==> src/rtl/instr_fetch.sv <==
// Instruction-fetch front end: one memory read per PC value over req/ack,
// returned {pc, instr} pairs buffered in a small FIFO toward decode.
module instr_fetch #(
  parameter logic [31:0] PC_BEGIN = 32'h0000_3000,
  parameter int unsigned DEPTH    = 2
) (
  input  logic        clk,
  input  logic        reset,
  input  logic [31:0] PC,
  output logic        PC_en,
  input  logic        flush,
  output logic        im_req,
  output logic [31:0] im_addr,
  input  logic        im_ack,
  input  logic [31:0] im_rdata,
  output logic        if_valid,
  input  logic        if_ready,
  output logic [31:0] if_instr,
  output logic [31:0] if_pc
);

  localparam int unsigned PTR_W = $clog2(DEPTH);
  localparam int unsigned CNT_W = PTR_W + 1;

  typedef enum logic [1:0] {
    S_IDLE  = 2'd0,
    S_REQ   = 2'd1,
    S_DRAIN = 2'd2
  } state_t;

  state_t             r_state;
  state_t             w_state_next;
  logic [31:0]        r_drain_addr;
  logic [PTR_W-1:0]   r_rd_ptr;
  logic [PTR_W-1:0]   r_wr_ptr;
  logic [CNT_W-1:0]   r_count;
  logic [CNT_W-1:0]   w_count_next;
  logic [31:0]        r_pc_mem    [DEPTH];
  logic [31:0]        r_instr_mem [DEPTH];
  logic               w_push;
  logic               w_pop;
  logic               w_room;

  assign w_push       = (r_state == S_REQ) & im_ack & ~flush;
  assign if_valid     = (r_count != '0) & ~flush;
  assign w_pop        = if_valid & if_ready;
  assign w_count_next = r_count + CNT_W'(w_push) - CNT_W'(w_pop);
  assign w_room       = w_count_next < CNT_W'(DEPTH);

  assign PC_en    = flush | w_push;
  assign im_req   = (r_state == S_REQ) || (r_state == S_DRAIN);
  // DRAIN keeps presenting the abandoned address; PC has already moved to the target
  assign im_addr  = (r_state == S_DRAIN) ? r_drain_addr : PC;
  assign if_pc    = r_pc_mem[r_rd_ptr];
  assign if_instr = r_instr_mem[r_rd_ptr];

  always_comb begin
    w_state_next = r_state;
    case (r_state)
      S_IDLE:  if (!flush && w_room) w_state_next = S_REQ;
      S_REQ: begin
        if (im_ack)     w_state_next = (!flush && w_room) ? S_REQ : S_IDLE;
        else if (flush) w_state_next = S_DRAIN;
      end
      S_DRAIN: if (im_ack) w_state_next = S_IDLE;
      default: w_state_next = S_IDLE;
    endcase
  end

  always_ff @(posedge clk or negedge reset) begin
    if (!reset) begin
      r_state      <= S_IDLE;
      r_drain_addr <= '0;
    end else begin
      r_state <= w_state_next;
      if ((r_state == S_REQ) && !im_ack && flush) r_drain_addr <= PC;
    end
  end

  always_ff @(posedge clk or negedge reset) begin
    if (!reset) begin
      r_rd_ptr <= '0;
      r_wr_ptr <= '0;
      r_count  <= '0;
      for (int unsigned i = 0; i < DEPTH; i++) begin
        r_pc_mem[i]    <= PC_BEGIN;
        r_instr_mem[i] <= '0;
      end
    end else if (flush) begin
      r_rd_ptr <= r_wr_ptr;
      r_count  <= '0;
    end else begin
      if (w_push) begin
        r_pc_mem[r_wr_ptr]    <= PC;
        r_instr_mem[r_wr_ptr] <= im_rdata;
        r_wr_ptr              <= r_wr_ptr + PTR_W'(1);
      end
      if (w_pop) r_rd_ptr <= r_rd_ptr + PTR_W'(1);
      r_count <= w_count_next;
    end
  end

endmodule

==> config.mk <==
export PLATFORM = sky130hd
export DESIGN_NAME = instr_fetch
export DESIGN_NICKNAME = d
export VERILOG_FILES = /design/src/rtl/instr_fetch.sv
export SDC_FILE = /design/constraint.sdc
export NUM_CORES = 1
export LEC_CHECK = 0
export CAP_MARGIN = 10
export CORE_MARGIN = 3
export CORE_UTILIZATION = 50
export CTS_CLUSTER_DIAMETER = 60
export CTS_CLUSTER_SIZE = 25
export DETAILED_ROUTE_END_ITERATION = 8
export PLACE_DENSITY_LB_ADDON = 0.25
export SYNTH_ARGS = -nofsm -noshare
export SYNTH_HDL_FRONTEND = slang
export SYNTH_SLANG_ARGS = --single-unit
==> constraint.sdc <==
create_clock -name clk -period 2.75 [get_ports clk]
set_input_delay 0.55 -clock clk [delete_from_list [all_inputs] [get_ports clk]]
set_output_delay 0.55 -clock clk [all_outputs]
set_load 0.05 [all_outputs]
==> reports/metrics.yaml, run 1 <==
critical_path:
  cpLargestDelayFamily: "buffers and inverters"
  cp_slowest_cell: "buf_4"
  cp.arrival_ps: 2010
  r2r-start: "r_state[1]$_DFFE_PN0P_"
  critPathLaunchType: "flop"
  end_kind: "output port"
  worst-setup-path-type: "reg -> out"
  crit_required_ps: 2200
  max_stage_delay_ps: 490
  cp_common_cell: "buf_4"
  reg2regPathDepth: 11
  cp.buffers_inverters: 2
  worst-path-max-fanout: 36
  reg2reg_to: "r_state[0]$_DFFE_PN0P_"
  r2r_slack_ps: 410
  crit_chain: "buf_4 > mux2_2 > buf_4"
clocking:
  clk_pin_slew_worst_paths_ps: 60
  cts_inserted_buffers: 17
  cts-root-buf: "clkbuf_16"
  cts_sinks: 166
  clk_latency_ps: 410
  clockBufferDepth: 2
  htree_levels: 4
  cts_setup_buffers: 0
  cts_tree: "done"
logic_synthesis:
  synth_area_leaders: "dfrtp_1 54%, mux2_2 29%, mux2_1 9.8%"
  netlist_instances: 483
  syn_nets: 557
  yosysTopAreaCellShare_pct: 54.1
  synth-warning-count: 0
  synth_top_area_cell: "dfrtp_1"
  ys_seq_area_share_pct: 55.5
  synthDistinctLibCells: 28
  syn_area_mm2: 0.00749
  synth_seq_cells: 166
  avgSynthCellArea_um2: 15.5
routing:
  drt-total-wl_um: 15500
  routedWlPerCell_um: 18.1
  drt_pass1_iterations: 4
  drc: 0
  vias: 4529
  vias_per_cell: 5.29
  first_iter_violations: 175
  antenna_left: 0
place:
  dp_hpwl_um: 10700
  place_inst: 824
  portBuffers: 167
  place_area_mm2: 0.00928
  dpl_worst_slack_ps: 32.5
  place_congestion: 0.741
sta:
  worst_pin_slew_ps: 615
  worst_slack_ps: 190
  timing.fmax_ghz: 0.391
  finClkSkew_ps: 8.90
  period_needed_ps: 2560
  grt_setup_unrepaired: "false"
  finalSetupTns_ps: 0
  finalCritPeriodShare_pct: 93.1
  drv_slew: 0
  timing.slew.headroom_pct: 59.0
  hold_violations: 0
  setup_viol_count_final: 0
grt:
  antenna_found_initial: 0
  grt_usage_pct: 19.5
  grt_first_pass_wirelength_um: 25000
  grt_max_degree: 65
  grt-ovfl-total: 0
  first_global_vias: 4932
power:
  finalPower_w: 0.0137
  p_int_w: 0.00796
  combPwrFrac_pct: 51.2
  p_clk_share_pct: 17.5
  vdd_ir_drop_max_v: 0.000722
  power_switching_share_pct: 41.7
  p_leak_nw: 4.43
  seqPwrFrac_pct: 31.3
  p_sw_w: 0.00570
  powerDensity_mw_per_mm2: 1380
flow_run:
  maxCapViolCount: 0
final_layout:
  final_area_mm2: 0.00987
  fill_cells: 1023
  finalNetCount: 733
  seqCellArea_mm2: 0.00416
  final_cells: 856
  layout_commonest_cell: "mux2_2"
  layout_common_cells: "191 x mux2_2, 161 x dfrtp_1, 81 x buf_4, 72 x clkdlybuf4s50_1, 65 x mux2_1"
  syn2layout_area_growth_pct: 31.9
  drive_above_1_share_pct: 48.1
  multi_input_area_mm2: 0.00316
  antenna_cells: 0
floorplan:
  die_height_um: 128
  std_cell_rows: 44
  start_util_pct: 51.3
  die_w_um: 128
  design.portCount: 168
  core_mm2: 0.0146
  dieArea_mm2: 0.0165
hold_path:
  min_path_type: "in -> async"
run_status:
  status: "finished, final reports clean"
[worst max-delay path by stage]
stage | from | end | cells past startpoint
2_1_floorplan | flush | r_state[0]$_DFFE_PN0P_ | 10
3_3_place_gp | flush | r_state[0]$_DFFE_PN0P_ | 11
3_5_place_dp | flush | r_state[0]$_DFFE_PN0P_ | 11
4_1_cts | r_rd_ptr$_DFFE_PN0P_ | if_instr[23] | 3
5_1_grt | r_rd_ptr$_DFFE_PN0P_ | if_instr[6] | 3
6_report | r_rd_ptr$_DFFE_PN0P_ | if_pc[20] | 3
[cell families (layout without fill, tap and decap cells)]
family / after synthesis / in the layout / synth area share [%]
xor+xnor: 3 / 3 / 0.535
buf+inv: 30 / 219 / 2.37
flops: 166 / 166 / 55.5
fa+ha+maj: 5 / 5 / 0.836
mux: 256 / 256 / 38.5
simple gates: 14 / 14 / 1.40
compound gates: 9 / 9 / 0.802
[power by group through the flow]
stage	Clock, W	Combinational, W	Sequential, W
2_1_floorplan	0	0.00533	0.00408
3_3_place_gp	0	0.00709	0.00420
3_5_place_dp	0	0.00721	0.00431
4_1_cts	0.00245	0.00709	0.00427
5_1_grt	0.00255	0.00736	0.00443
6_report	0.00239	0.00699	0.00428
[metrics by stage]
| step | utilization, % | hold WS, ps |
|---|---|---|
| final | 67.7 | 115 |
| after global routing | 67.7 | 157 |
| after CTS | 67.6 | 134 |
| after detailed placement | 63.6 | 471 |
| after global placement | 63.6 | 462 |
| after floorplan | - | 254 |
[cells in the mapped netlist (all sizes together)]
| cell | instances |
|---|---|
| a21o | 1 |
| a21oi | 2 |
| and2 | 1 |
| buf | 25 |
| clkbuf | 2 |
| dfrtp | 162 |
| dfstp | 4 |
| ha | 5 |
| inv | 3 |
| mux2 | 256 |
| nand2 | 3 |
| nand3 | 1 |
| nand3b | 1 |
| nand4b | 1 |
| nor2 | 3 |
| nor2b | 3 |
| nor3 | 1 |
| o21ai | 3 |
| o21ba | 2 |
| o21bai | 1 |
| xnor2 | 2 |
| xnor3 | 1 |
[per-layer routing]
| metal | wire length, um | global-route usage (%) | vias up |
|---|---|---|---|
| met2 | 7860 | 33.5 | 108 |
| met3 | 870 | 5.31 | 15 |
| met1 | 6540 | 23.8 | 2313 |
| met5 | 0 | 0 | - |
| li1 | - | - | 2093 |
| met4 | 211 | 6.43 | 0 |
[what timing repair did]
action                                  in CTS  in global routing
endpoints found under the setup margin      18                  4
resized for setup                           18                  4
cloned                                       0                  0
hold endpoints to repair                     0                  0
hold buffers                                 0                  0
[sequential cells by signal, summed over array words and instances, names as in the netlist]
name,count
r_count,2
r_pc_mem,64
r_wr_ptr,1
r_instr_mem,64
r_drain_addr,32
r_state,2
r_rd_ptr,1
[cell type report]
cell class	instances	area share, %
clock buffer	22	4.80
clock inverter	10	1.29
inverter	3	0.114
multi-input combinational	287	32.0
sequential	166	42.1
tap	184	2.33
timing repair buffer	184	17.3
No activity file was read; power rests on OpenSTA's default activity.
==> inputs of run 2 (changes only) <==
--- a/config.mk
+++ b/config.mk
@@ -12,6 +12,7 @@
 export CTS_CLUSTER_SIZE = 25
 export DETAILED_ROUTE_END_ITERATION = 8
 export PLACE_DENSITY_LB_ADDON = 0.25
+export RECOVER_POWER = 25
 export SYNTH_ARGS = -nofsm -noshare
 export SYNTH_HDL_FRONTEND = slang
 export SYNTH_SLANG_ARGS = --single-unit
==> constraint.sdc (replaced) <==
create_clock -name clk -period 2.75 [get_ports clk]
set_input_delay 0.825 -clock clk [delete_from_list [all_inputs] [get_ports clk]]
set_output_delay 0.825 -clock clk [all_outputs]
set_load 0.05 [all_outputs]
==> reports/metrics.yaml, run 2 (synthesis gave the netlist of run 1 again) <==
run_status:
  status: "finished with violations"
  violations: "capacitance limit, slew limit"
critical_path:
  critPathLaunchType: "flop"
  end_kind: "output port"
  worst-setup-path-type: "reg -> out"
  cp.arrival_ps: 1830
  crit_required_ps: 1930
  worst-path-max-fanout: 19
  r2r_slack_ps: 450
routing:
  vias: 4567
  drc: 0
  drt-total-wl_um: 15700
  antenna_left: 0
  drt_pass1_iterations: 4
  first_iter_violations: 127
  vias_per_cell: 5.32
  routedWlPerCell_um: 18.3
sta:
  period_needed_ps: 2650
  setup_viol_count_final: 0
  finClkSkew_ps: 5.99
  timing.fmax_ghz: 0.377
  timing.slew.headroom_pct: -19.0
  hold_violations: 0
  worst_pin_slew_ps: 1790
  grt_setup_unrepaired: "false"
  finalCritPeriodShare_pct: 96.5
  drv_slew: 39
grt:
  grt_first_pass_wirelength_um: 25600
  grt_usage_pct: 19.6
  met2_usage_pct: 33.8
  antenna_found_initial: 0
  grt-ovfl-total: 0
  met3_usage_pct: 5.02
  grt_util_met1_pct: 24.2
  top_usage_layer: "met2"
  first_global_vias: 5070
  grt_max_degree: 62
clocking:
  cts_tree: "done"
  cts_setup_buffers: 0
  clockBufferDepth: 2
  cts-root-buf: "clkbuf_16"
  htree_levels: 4
  cts_inserted_buffers: 17
  cts_sinks: 166
  clk_pin_slew_worst_paths_ps: 60
  clk_latency_ps: 410
power:
  powerDensity_mw_per_mm2: 1400
  p_leak_nw: 4.40
  vdd_ir_drop_max_v: 0.000751
final_layout:
  multi_input_area_mm2: 0.00317
  layout_common_cells: "191 x mux2_2, 161 x dfrtp_1, 106 x buf_4, 67 x clkdlybuf4s50_1, 65 x mux2_1"
  final_area_mm2: 0.00991
  finalNetCount: 735
  layout_commonest_cell: "mux2_2"
  post-route-util_pct: 67.9
  syn2layout_area_growth_pct: 32.4
  seqCellArea_mm2: 0.00416
  fill_cells: 1021
  drive_above_1_share_pct: 52.4
  reg.largest.list: "r_instr_mem x64, r_pc_mem x64, r_drain_addr x32"
  antenna_cells: 0
place:
  place_area_mm2: 0.00926
  place_congestion: 0.735
  portBuffers: 167
  dp_hpwl_um: 10500
flow_run:
  maxCapViolCount: 1
floorplan:
  design.portCount: 168
  dieArea_mm2: 0.0165
  die_w_um: 128
  std_cell_rows: 44
  core_mm2: 0.0146
  die_height_um: 128
  start_util_pct: 51.3
hold_path:
  min_path_type: "reg -> reg"
-- run 2: where the power goes --
part           switching (W)  internal, W
clock               0.000944      0.00157
sequential          0.000578      0.00368
combinational        0.00424      0.00285
-- run 2: worst max-delay path: stages, from the launching register on --
cell	delay [ps]
dfrtp_1	420
inv_2	100
ha_4	170
buf_12	170
mux2_2	360
buf_4	190
-- run 2: final timing paths --
kind | start | endpoint | cells past startpoint
worst max-delay path | r_state[0]$_DFFE_PN0P_ | im_addr[12] | 5
worst min-delay path | r_pc_mem[60]$_DFFE_PN0P_ | r_pc_mem[60]$_DFFE_PN0P_ | 1
worst max register to register | r_state[1]$_DFFE_PN0P_ | r_state[0]$_DFFE_PN0P_ | 11
worst min register to register | r_pc_mem[60]$_DFFE_PN0P_ | r_pc_mem[60]$_DFFE_PN0P_ | 1
max in group asynchronous | reset | r_pc_mem[12]$_DFFE_PN1P_ | 2
min in group asynchronous | reset | r_pc_mem[62]$_DFFE_PN0P_ | 1
-- run 2: final cells by class --
| cell class | count | share of cell area, % |
|---|---|---|
| sequential | 166 | 42.0 |
| inverter | 3 | 0.114 |
| clock inverter | 12 | 1.78 |
| tap | 184 | 2.32 |
| timing repair buffer | 186 | 17.2 |
| multi-input combinational | 287 | 32.0 |
| clock buffer | 20 | 4.61 |
-- run 2: per-stage QoR --
step / worst slack, ps / std cells / setup TNS [ps] / hold WS (ps) / power (W)
final: 96.5 / 858 / 0 / 479 / 0.0139
after global routing: 23.8 / 858 / 0 / 500 / 0.0145
after CTS: 20.5 / 858 / 0 / 311 / 0.0140
after detailed placement: -161 / 826 / -308 / 471 / 0.0114
after global placement: -62.5 / 826 / -62.5 / 463 / 0.0112
after floorplan: 58.7 / 483 / 0 / 454 / 0.00940
-- run 2: metal layers --
metal / share of wire, % / wire [um]
met5: 0 / 0
met2: 52 / 8110
met3: 5.3 / 832
met1: 42 / 6540
met4: 1.5 / 228
-- run 2: what timing repair did --
item                                   CTS  global route
setup endpoints to repair               32            18
endpoints found under the hold margin    0             0
gates resized for setup                  7             1
hold buffers                             0             0
